--- src/rtl/adc_spi_sampler_if.sv ---
// Serial-ADC sampler bus: ADC pins (cs_n/sck/miso) plus the sample output
// handshake (sample/valid/busy). The sampler uses the master side; the ADC
// and the downstream consumer sit on the slave side.
interface adc_spi_sampler_if;
  logic       miso;
  logic       cs_n;
  logic       sck;
  logic [7:0] sample;
  logic       valid;
  logic       busy;

  modport master (
    input  miso,
    output cs_n,
    output sck,
    output sample,
    output valid,
    output busy
  );

  modport slave (
    output miso,
    input  cs_n,
    input  sck,
    input  sample,
    input  valid,
    input  busy
  );
endinterface

--- src/rtl/adc_spi_sampler.sv ---
// adc_spi_sampler: periodically runs one CS_N-low frame on an external serial
// ADC (MSB first), extracts the DATA_BITS result and publishes its top 8 bits
// on sample with a one-cycle valid strobe.
// Optional build macro ADC_AVG_EN: publish the truncated mean of every four
// results instead of every result.
module adc_spi_sampler #(
  parameter int CLK_DIV       = 25,
  parameter int FRAME_BITS    = 16,
  parameter int SKIP_BITS     = 2,
  parameter int DATA_BITS     = 12,
  parameter int SAMPLE_PERIOD = 50000
) (
  input  logic               clk,
  input  logic               rst,
  adc_spi_sampler_if.master  bus
);

  localparam int PER_W = $clog2(SAMPLE_PERIOD + 1);
  localparam int TMR_W = $clog2(2 * CLK_DIV + 1);
  localparam int CNT_W = $clog2(FRAME_BITS + 1);
  // Skip bits fall off the top of the shift register, so after a full frame
  // the result MSB sits at the top and trailing frame bits sit below it.
  localparam int SH_W  = FRAME_BITS - SKIP_BITS;

  typedef enum logic [1:0] {
    IDLE     = 2'd0,
    CS_SETUP = 2'd1,
    SHIFT    = 2'd2,
    DONE     = 2'd3
  } state_t;

  state_t            state_r;
  logic [PER_W-1:0]  period_r;
  logic              pending_r;
  logic [TMR_W-1:0]  tmr_r;
  logic [CNT_W-1:0]  bit_cnt_r;
  logic [SH_W-1:0]   shreg_r;
  logic              cs_n_r;
  logic              sck_r;
  logic [7:0]        sample_r;
  logic              valid_r;
  logic              busy_r;

  logic              wrap_s;
  logic              half_end_s;
  logic              quiet_end_s;
  logic              take_s;
  logic [7:0]        result_s;

`ifdef ADC_AVG_EN
  logic [9:0]        acc_r;
  logic [1:0]        avg_cnt_r;
  logic [9:0]        acc_sum_s;
  assign acc_sum_s = acc_r + {2'b00, result_s};
`endif

  assign wrap_s      = (period_r == PER_W'(SAMPLE_PERIOD - 1));
  assign half_end_s  = (tmr_r == TMR_W'(CLK_DIV - 1));
  assign quiet_end_s = (tmr_r == TMR_W'(2 * CLK_DIV - 1));
  // A pending request starts a frame from IDLE, or straight out of the DONE
  // quiet time so back-to-back frames are separated only by that quiet time.
  assign take_s      = pending_r &&
                       ((state_r == IDLE) || ((state_r == DONE) && quiet_end_s));
  assign result_s    = shreg_r[SH_W-1 -: 8];

  assign bus.cs_n    = cs_n_r;
  assign bus.sck     = sck_r;
  assign bus.sample  = sample_r;
  assign bus.valid   = valid_r;
  assign bus.busy    = busy_r;

  // Free-running conversion period timer, wraps every SAMPLE_PERIOD cycles.
  always_ff @(posedge clk) begin
    if (rst) begin
      period_r <= '0;
    end else if (wrap_s) begin
      period_r <= '0;
    end else begin
      period_r <= period_r + PER_W'(1);
    end
  end

  // Frame sequencer: pending flag, CS/SCK generation, shifting and publishing.
  always_ff @(posedge clk) begin
    if (rst) begin
      state_r   <= IDLE;
      pending_r <= 1'b0;
      tmr_r     <= '0;
      bit_cnt_r <= '0;
      shreg_r   <= '0;
      cs_n_r    <= 1'b1;
      sck_r     <= 1'b0;
      sample_r  <= 8'h00;
      valid_r   <= 1'b0;
      busy_r    <= 1'b0;
`ifdef ADC_AVG_EN
      acc_r     <= 10'd0;
      avg_cnt_r <= 2'd0;
`endif
    end else begin
      valid_r <= 1'b0;

      // A wrap while already pending is simply absorbed.
      if (wrap_s) begin
        pending_r <= 1'b1;
      end else if (take_s) begin
        pending_r <= 1'b0;
      end else begin
        pending_r <= pending_r;
      end

      case (state_r)
        IDLE: begin
          cs_n_r    <= 1'b1;
          sck_r     <= 1'b0;
          tmr_r     <= '0;
          bit_cnt_r <= '0;
          if (take_s) begin
            state_r <= CS_SETUP;
            cs_n_r  <= 1'b0;
            busy_r  <= 1'b1;
          end else begin
            busy_r  <= 1'b0;
          end
        end

        CS_SETUP: begin
          if (half_end_s) begin
            // First SCK rise: the ADC has driven bit 0 since CS_N fell.
            tmr_r     <= '0;
            sck_r     <= 1'b1;
            shreg_r   <= {shreg_r[SH_W-2:0], bus.miso};
            bit_cnt_r <= bit_cnt_r + CNT_W'(1);
            state_r   <= SHIFT;
          end else begin
            tmr_r     <= tmr_r + TMR_W'(1);
          end
        end

        SHIFT: begin
          if (half_end_s) begin
            tmr_r <= '0;
            if (sck_r) begin
              sck_r <= 1'b0;
            end else if (bit_cnt_r == CNT_W'(FRAME_BITS)) begin
              // Final low half-period is over: close the frame and publish.
              state_r <= DONE;
              cs_n_r  <= 1'b1;
`ifdef ADC_AVG_EN
              if (avg_cnt_r == 2'd3) begin
                sample_r  <= acc_sum_s[9:2];
                valid_r   <= 1'b1;
                acc_r     <= 10'd0;
                avg_cnt_r <= 2'd0;
              end else begin
                acc_r     <= acc_sum_s;
                avg_cnt_r <= avg_cnt_r + 2'd1;
              end
`else
              sample_r <= result_s;
              valid_r  <= 1'b1;
`endif
            end else begin
              sck_r     <= 1'b1;
              shreg_r   <= {shreg_r[SH_W-2:0], bus.miso};
              bit_cnt_r <= bit_cnt_r + CNT_W'(1);
            end
          end else begin
            tmr_r <= tmr_r + TMR_W'(1);
          end
        end

        DONE: begin
          if (quiet_end_s) begin
            tmr_r     <= '0;
            bit_cnt_r <= '0;
            if (take_s) begin
              state_r <= CS_SETUP;
              cs_n_r  <= 1'b0;
            end else begin
              state_r <= IDLE;
              busy_r  <= 1'b0;
            end
          end else begin
            tmr_r <= tmr_r + TMR_W'(1);
          end
        end

        default: begin
          state_r <= IDLE;
          cs_n_r  <= 1'b1;
          sck_r   <= 1'b0;
          busy_r  <= 1'b0;
        end
      endcase
    end
  end

endmodule

--- src/flat_wrapper.sv ---
// flat-port wrapper written by rule: the top's interface ports become plain ports
module adc_spi_sampler_flat 
#(
  parameter int CLK_DIV       = 25,
  parameter int FRAME_BITS    = 16,
  parameter int SKIP_BITS     = 2,
  parameter int DATA_BITS     = 12,
  parameter int SAMPLE_PERIOD = 50000
)
  (clk, rst, bus_miso, bus_cs_n, bus_sck, bus_sample, bus_valid, bus_busy);
  adc_spi_sampler_if bus_i ();
  input  logic clk;
  input  logic rst;
  input wire logic [$bits(bus_i.miso)-1:0] bus_miso;
  output wire logic [$bits(bus_i.cs_n)-1:0] bus_cs_n;
  output wire logic [$bits(bus_i.sck)-1:0] bus_sck;
  output wire logic [$bits(bus_i.sample)-1:0] bus_sample;
  output wire logic [$bits(bus_i.valid)-1:0] bus_valid;
  output wire logic [$bits(bus_i.busy)-1:0] bus_busy;
  assign bus_i.miso = bus_miso;
  assign bus_cs_n = bus_i.cs_n;
  assign bus_sck = bus_i.sck;
  assign bus_sample = bus_i.sample;
  assign bus_valid = bus_i.valid;
  assign bus_busy = bus_i.busy;
  adc_spi_sampler #(.CLK_DIV(CLK_DIV), .FRAME_BITS(FRAME_BITS), .SKIP_BITS(SKIP_BITS), .DATA_BITS(DATA_BITS), .SAMPLE_PERIOD(SAMPLE_PERIOD)) u_core (.clk(clk), .rst(rst), .bus(bus_i));
endmodule
--- config.mk ---
export PLATFORM = sky130hd
export DESIGN_NAME = adc_spi_sampler_flat
export DESIGN_NICKNAME = d
export VERILOG_FILES = /design/src/rtl/adc_spi_sampler_if.sv /design/src/rtl/adc_spi_sampler.sv /design/src/flat_wrapper.sv
export SDC_FILE = /design/constraint.sdc
export NUM_CORES = 1
export LEC_CHECK = 0
export ABC_AREA = 1
export ABC_CLOCK_PERIOD_IN_PS = 3500
export CORE_AREA = 3 3 80 67
export CTS_CLUSTER_DIAMETER = 60
export DETAILED_ROUTE_END_ITERATION = 6
export DIE_AREA = 0 0 83 70
export GPL_ROUTABILITY_DRIVEN = 1
export PLACE_DENSITY_LB_ADDON = 0.3
export SETUP_SLACK_MARGIN = 0.1
export SLEW_MARGIN = 10
export SYNTH_ARGS = -nofsm -noshare
export SYNTH_HDL_FRONTEND = slang
export SYNTH_SLANG_ARGS = --single-unit
--- constraint.sdc ---
create_clock -name clk -period 3.5 [get_ports clk]
set_input_delay 1.05 -clock clk [delete_from_list [all_inputs] [get_ports clk]]
set_output_delay 1.05 -clock clk [all_outputs]
set_load 0.05 [all_outputs]
# After elaboration in Yosys (flattened, before gate mapping)
# Index checks and enable logic that the tools add are counted.
# classes
n_addsub	3
mux	40
bitwise	3
n_eq_ne	16
n_reduce_logical	19
# ops
cell	count
14-bit two-way mux	4
14-bit one-hot mux with 2 select lines	1
5-bit two-way mux	5
5-bit one-hot mux with 4 select lines	1
6-bit one-hot mux with 3 select lines	1
16-bit by 1-bit adder with 16-bit output (second input constant)	1
16-bit equality test (second input constant)	1
1-bit two-way mux	16
2-bit two-way mux	6
6-bit two-way mux	2
2-bit by 1-bit != test with 1-bit output (second input constant)	6
6-bit AND reduction	2
5-bit AND reduction	2
2-bit one-hot mux with 4 select lines	1
6-bit by 1-bit adder with 6-bit output (second input constant)	1
6-bit by 5-bit equality test with 1-bit output (second input constant)	1
6-bit equality test (second input constant)	1
2-bit != test (second input constant)	3
1-bit one-hot mux with 3 select lines	2
3-bit AND reduction	2
2-bit nonzero test	3
3-bit nonzero test	2
5-bit by 1-bit adder with 5-bit output (second input constant)	1
5-bit equality test (second input constant)	1
10 further kinds	15
# totals
out_inout_bits	12
regBits	56

# Depth between registers and ports, before layout
# logic_depth
word_depth	7
depth_mapped	11
depth_no_buf	11

# Worst setup path after synthesis
# No wires, ideal clock.
# synth_timing
kind	input to register
from	input port rst
to	register u_core.sample_r[5] (netlist: u_core.bus.sample[5])
setup_time_ns	0.070
cell_stages	6
required_time_ns	3.430
path_slack_ns	1.453
arrival_time_ns	1.977
path_cell_list	buf_2 inv_1 clkbuf_1 clkbuf_1 o21ai_0 a21oi_1
# synth_lines
item	line_no	source
start, declared	flat_wrapper.sv:13	input logic rst;
end signal, assigned	adc_spi_sampler.sv:160	sample_r <= result_s;
end, declared	adc_spi_sampler.sv:40	logic [7:0] sample_r;

# Worst setup path in the final report
# layout_timing
from	register u_core.busy_r (netlist: u_core.bus.busy)
to	output port bus_busy
# layout_lines
item	line_no	source
start, declared	adc_spi_sampler.sv:42	logic busy_r;
start signal, assigned	adc_spi_sampler.sv:95	busy_r <= 1'b0;
start signal, assigned	adc_spi_sampler.sv:121	busy_r <= 1'b1;
start signal, assigned	adc_spi_sampler.sv:123	busy_r <= 1'b0;
end, declared	flat_wrapper.sv:19	output wire logic [$bits(bus_i.busy)-1:0] bus_busy;
# No word-level cell between the ends.

==> flow_metrics.env <==
export IMPL_post_cts_buffers=0
export IMPL_die_w_um=83
export IMPL_yosysSeqAreaShare_pct=41.1
export IMPL_fin_crit_ps=2570
export IMPL_layout_nets=412
export IMPL_cts_root_buf="clkbuf_8"
export IMPL_yosys_warnings=0
export IMPL_grt_pass1_vias=2018
export IMPL_cts_made_buffers=5
export IMPL_critPathMaxFanout=2
export IMPL_synth_avg_cell_area_um2=7.11
export IMPL_ys_types=31
export IMPL_die_area_um2=5810
export IMPL_drv_slew=0
export IMPL_cp_cell_sequence="clkdlybuf4s50_1"
export IMPL_io_pins=15
export IMPL_hpwlAfterDp_um=3610
export IMPL_hold_viol_final=0
export IMPL_worstSetupPathType="flip-flop to output port"
export IMPL_vias=2271
export IMPL_crit_path_start_kind="flip-flop"
export IMPL_crit_family="buffers and inverters"
export IMPL_cts_resized=0
export IMPL_ys_ff_latch=56
export IMPL_antenna_found_initial=0
export IMPL_vdd_ir_drop_worst_uv=331
export IMPL_coreArea_um2=4570
export IMPL_synthCells=384
export IMPL_postLayoutCoreUtil_pct=65.3
export IMPL_grt_ovfl_total=0
export IMPL_dr_pass1_iters=4
export IMPL_dieHeight_um=70
export IMPL_fin_setup_tns_ps=0
export IMPL_placementRows=22
export IMPL_cp_buffers_inverters=1
export IMPL_grt_pass1_wl_um=8830
export IMPL_cts_sinks=56
export IMPL_maxSlewHeadroom_pct=66.3
export IMPL_antenna_cells=0
export IMPL_cts_hold_buf=0
export IMPL_reg2reg_from="u_core.state_r[0]"
export IMPL_synth_nets=400
export IMPL_path_clk_slew_ps=100
export IMPL_io_buffers=14
export IMPL_synth_area_um2=2730
export IMPL_route_detailed_wl_per_inst_um=11.0
export IMPL_max_stage_delay_ps=820
export IMPL_crit_start="u_core.bus.busy"
export IMPL_fin_worst_skew_ps=9.05
export IMPL_vias_per_cell=4.97
export IMPL_layout_drive_gt1_share_pct=5.54
export IMPL_drc=0
export IMPL_cap_violations=0
export IMPL_rsz0062_at_grt="no"
export IMPL_grt_max_degree=29
export IMPL_cts_tree="done"
export IMPL_worst_pin_slew_ps=504
export IMPL_status="finished clean"
export IMPL_initial_core_util_pct=59.7
export IMPL_hp_class="flip-flop to flip-flop"
export IMPL_routed_wl_um=5030
export IMPL_worstPathRequired_ps=2450
export IMPL_track_usage_pct=18.0
export IMPL_syn2layout_area_growth_pct=9.26
export IMPL_crit_arrival_ps=1520
export IMPL_place_congestion=0.828
export IMPL_antenna_left=0
export IMPL_hold_start="u_core.period_r[0]"
export IMPL_clk_insertion_delay_late_ps=310
export IMPL_finalCritPeriodShare_pct=73.5
export IMPL_fmax_mhz=389
export IMPL_cts_path_max_buffers=2
export IMPL_power_density_nw_per_um2=528
export IMPL_fillers=421
export IMPL_end_kind="output port"
export IMPL_setup_viol=0
export IMPL_slowest_stage="clkdlybuf4s50_1"
export IMPL_first_iter_violations=158
export IMPL_h_tree_depth=2
export IMPL_leakagePower_nw=1.23
==> per-layer routing <==
layer / GRT usage, % / up-vias / wire, µm
met5: 0 / - / 0
met4: 5.63 / 0 / 27
met3: 4.13 / 4 / 172
met2: 28.4 / 42 / 2260
met1: 24.5 / 993 / 2570
li1: - / 1232 / -
==> where the power goes <==
group          internal (W)  switching, W
Sequential         0.000704     0.0000486
Clock              0.000144      0.000217
Combinational      0.000158      0.000303
Total               0.00101      0.000569
==> path summary, 6_finish.rpt <==
kind | end | slack [ps] | cells past startpoint
max | bus_busy | 930 | 1
min | u_core.period_r[0] | 460 | 1
max reg2reg | u_core.bit_cnt_r[2] | 1560 | 8
min reg2reg | u_core.period_r[0] | 460 | 1
==> cells in the mapped netlist <==
| master | instances | area [µm²] |
|---|---|---|
| nand2_1 | 87 | 327 |
| nor2_1 | 67 | 251 |
| dfxtp_1 | 56 | 1120 |
| inv_1 | 45 | 169 |
| a21oi_1 | 25 | 125 |
| nand3_1 | 21 | 105 |
| o21ai_0 | 14 | 70.1 |
| ha_1 | 13 | 163 |
| nand4_1 | 11 | 68.8 |
| nor3_1 | 7 | 35.0 |
| xor2_1 | 6 | 52.6 |
| buf_2 | 3 | 15.0 |
| buf_4 | 3 | 22.5 |
| nor3b_1 | 3 | 22.5 |
| or2_2 | 3 | 18.8 |
| clkbuf_1 | 2 | 7.51 |
| nand2_2 | 2 | 12.5 |
| nor2_2 | 2 | 12.5 |
| xnor2_1 | 2 | 17.5 |
| a21oi_4 | 1 | 16.3 |
| a31oi_1 | 1 | 6.26 |
| buf_6 | 1 | 11.3 |
| clkbuf_2 | 1 | 5.00 |
| clkinv_1 | 1 | 3.75 |
| inv_2 | 1 | 3.75 |
| nand2_4 | 1 | 11.3 |
| nand3_2 | 1 | 10.0 |
| nand4_4 | 1 | 21.3 |
| nor2_4 | 1 | 11.3 |
| nor4_1 | 1 | 6.26 |
| o211ai_1 | 1 | 7.51 |
==> logic make-up (layout without fill, tap and decap cells) <==
logic type | after synthesis | count (layout) | synth area share [%]
DFF | 56 | 56 | 41.1
adders and majority gates | 13 | 13 | 5.96
buffers and inverters | 57 | 70 | 8.71
and+or+nand+nor | 208 | 208 | 33.5
AOI/OAI and AO/OA | 42 | 42 | 8.25
xor gates and xnor gates | 8 | 8 | 2.57
==> state kept, by name, indices dropped and copies added (netlist names) <==
| register | flops |
|---|---|
| u_core.shreg_r | 14 |
| u_core.pending_r | 1 |
| u_core.bus.busy | 1 |
| u_core.tmr_r | 6 |
| u_core.bus.sample | 8 |
| u_core.period_r | 16 |
| u_core.bus.cs_n | 1 |
| u_core.state_r | 2 |
| u_core.bus.valid | 1 |
| u_core.bus.sck | 1 |
| u_core.bit_cnt_r | 5 |
==> cell usage in the layout, fill, tap and decap left out, drive strengths merged, types with 7 or more instances in the layout <==
cell type and n:
ha 13, nand2 90, a21oi 26, inv 47, o21ai 14, nor3 7, nand4 12, nor2 70
dfxtp 56, clkdlybuf4s50 14, nand3 22
==> stage by stage <==
stage	instances	hold WS, ps	instance area [µm²]	setup slack [ps]	total power [W]
final	457	461	2980	928	0.00158
after global routing	457	492	2980	892	0.00170
after CTS	457	460	2980	914	0.00159
after detailed placement	449	437	2890	1070	0.00122
after global placement	449	424	2890	1100	0.00121
after floorplan	384	418	2730	1450	0.00114
==> cell type report <==
type                       count  area, µm²  area share [%]
timing repair buffer          15        148            4.95
clock buffer                   5       68.8            2.31
clock inverter                 3       22.5           0.755
multi-input combinational    271       1370            46.0
tap                           60       75.1            2.52
inverter                      47        176            5.91
sequential                    56       1120            37.6
No activity file was read; power rests on OpenSTA's default activity.
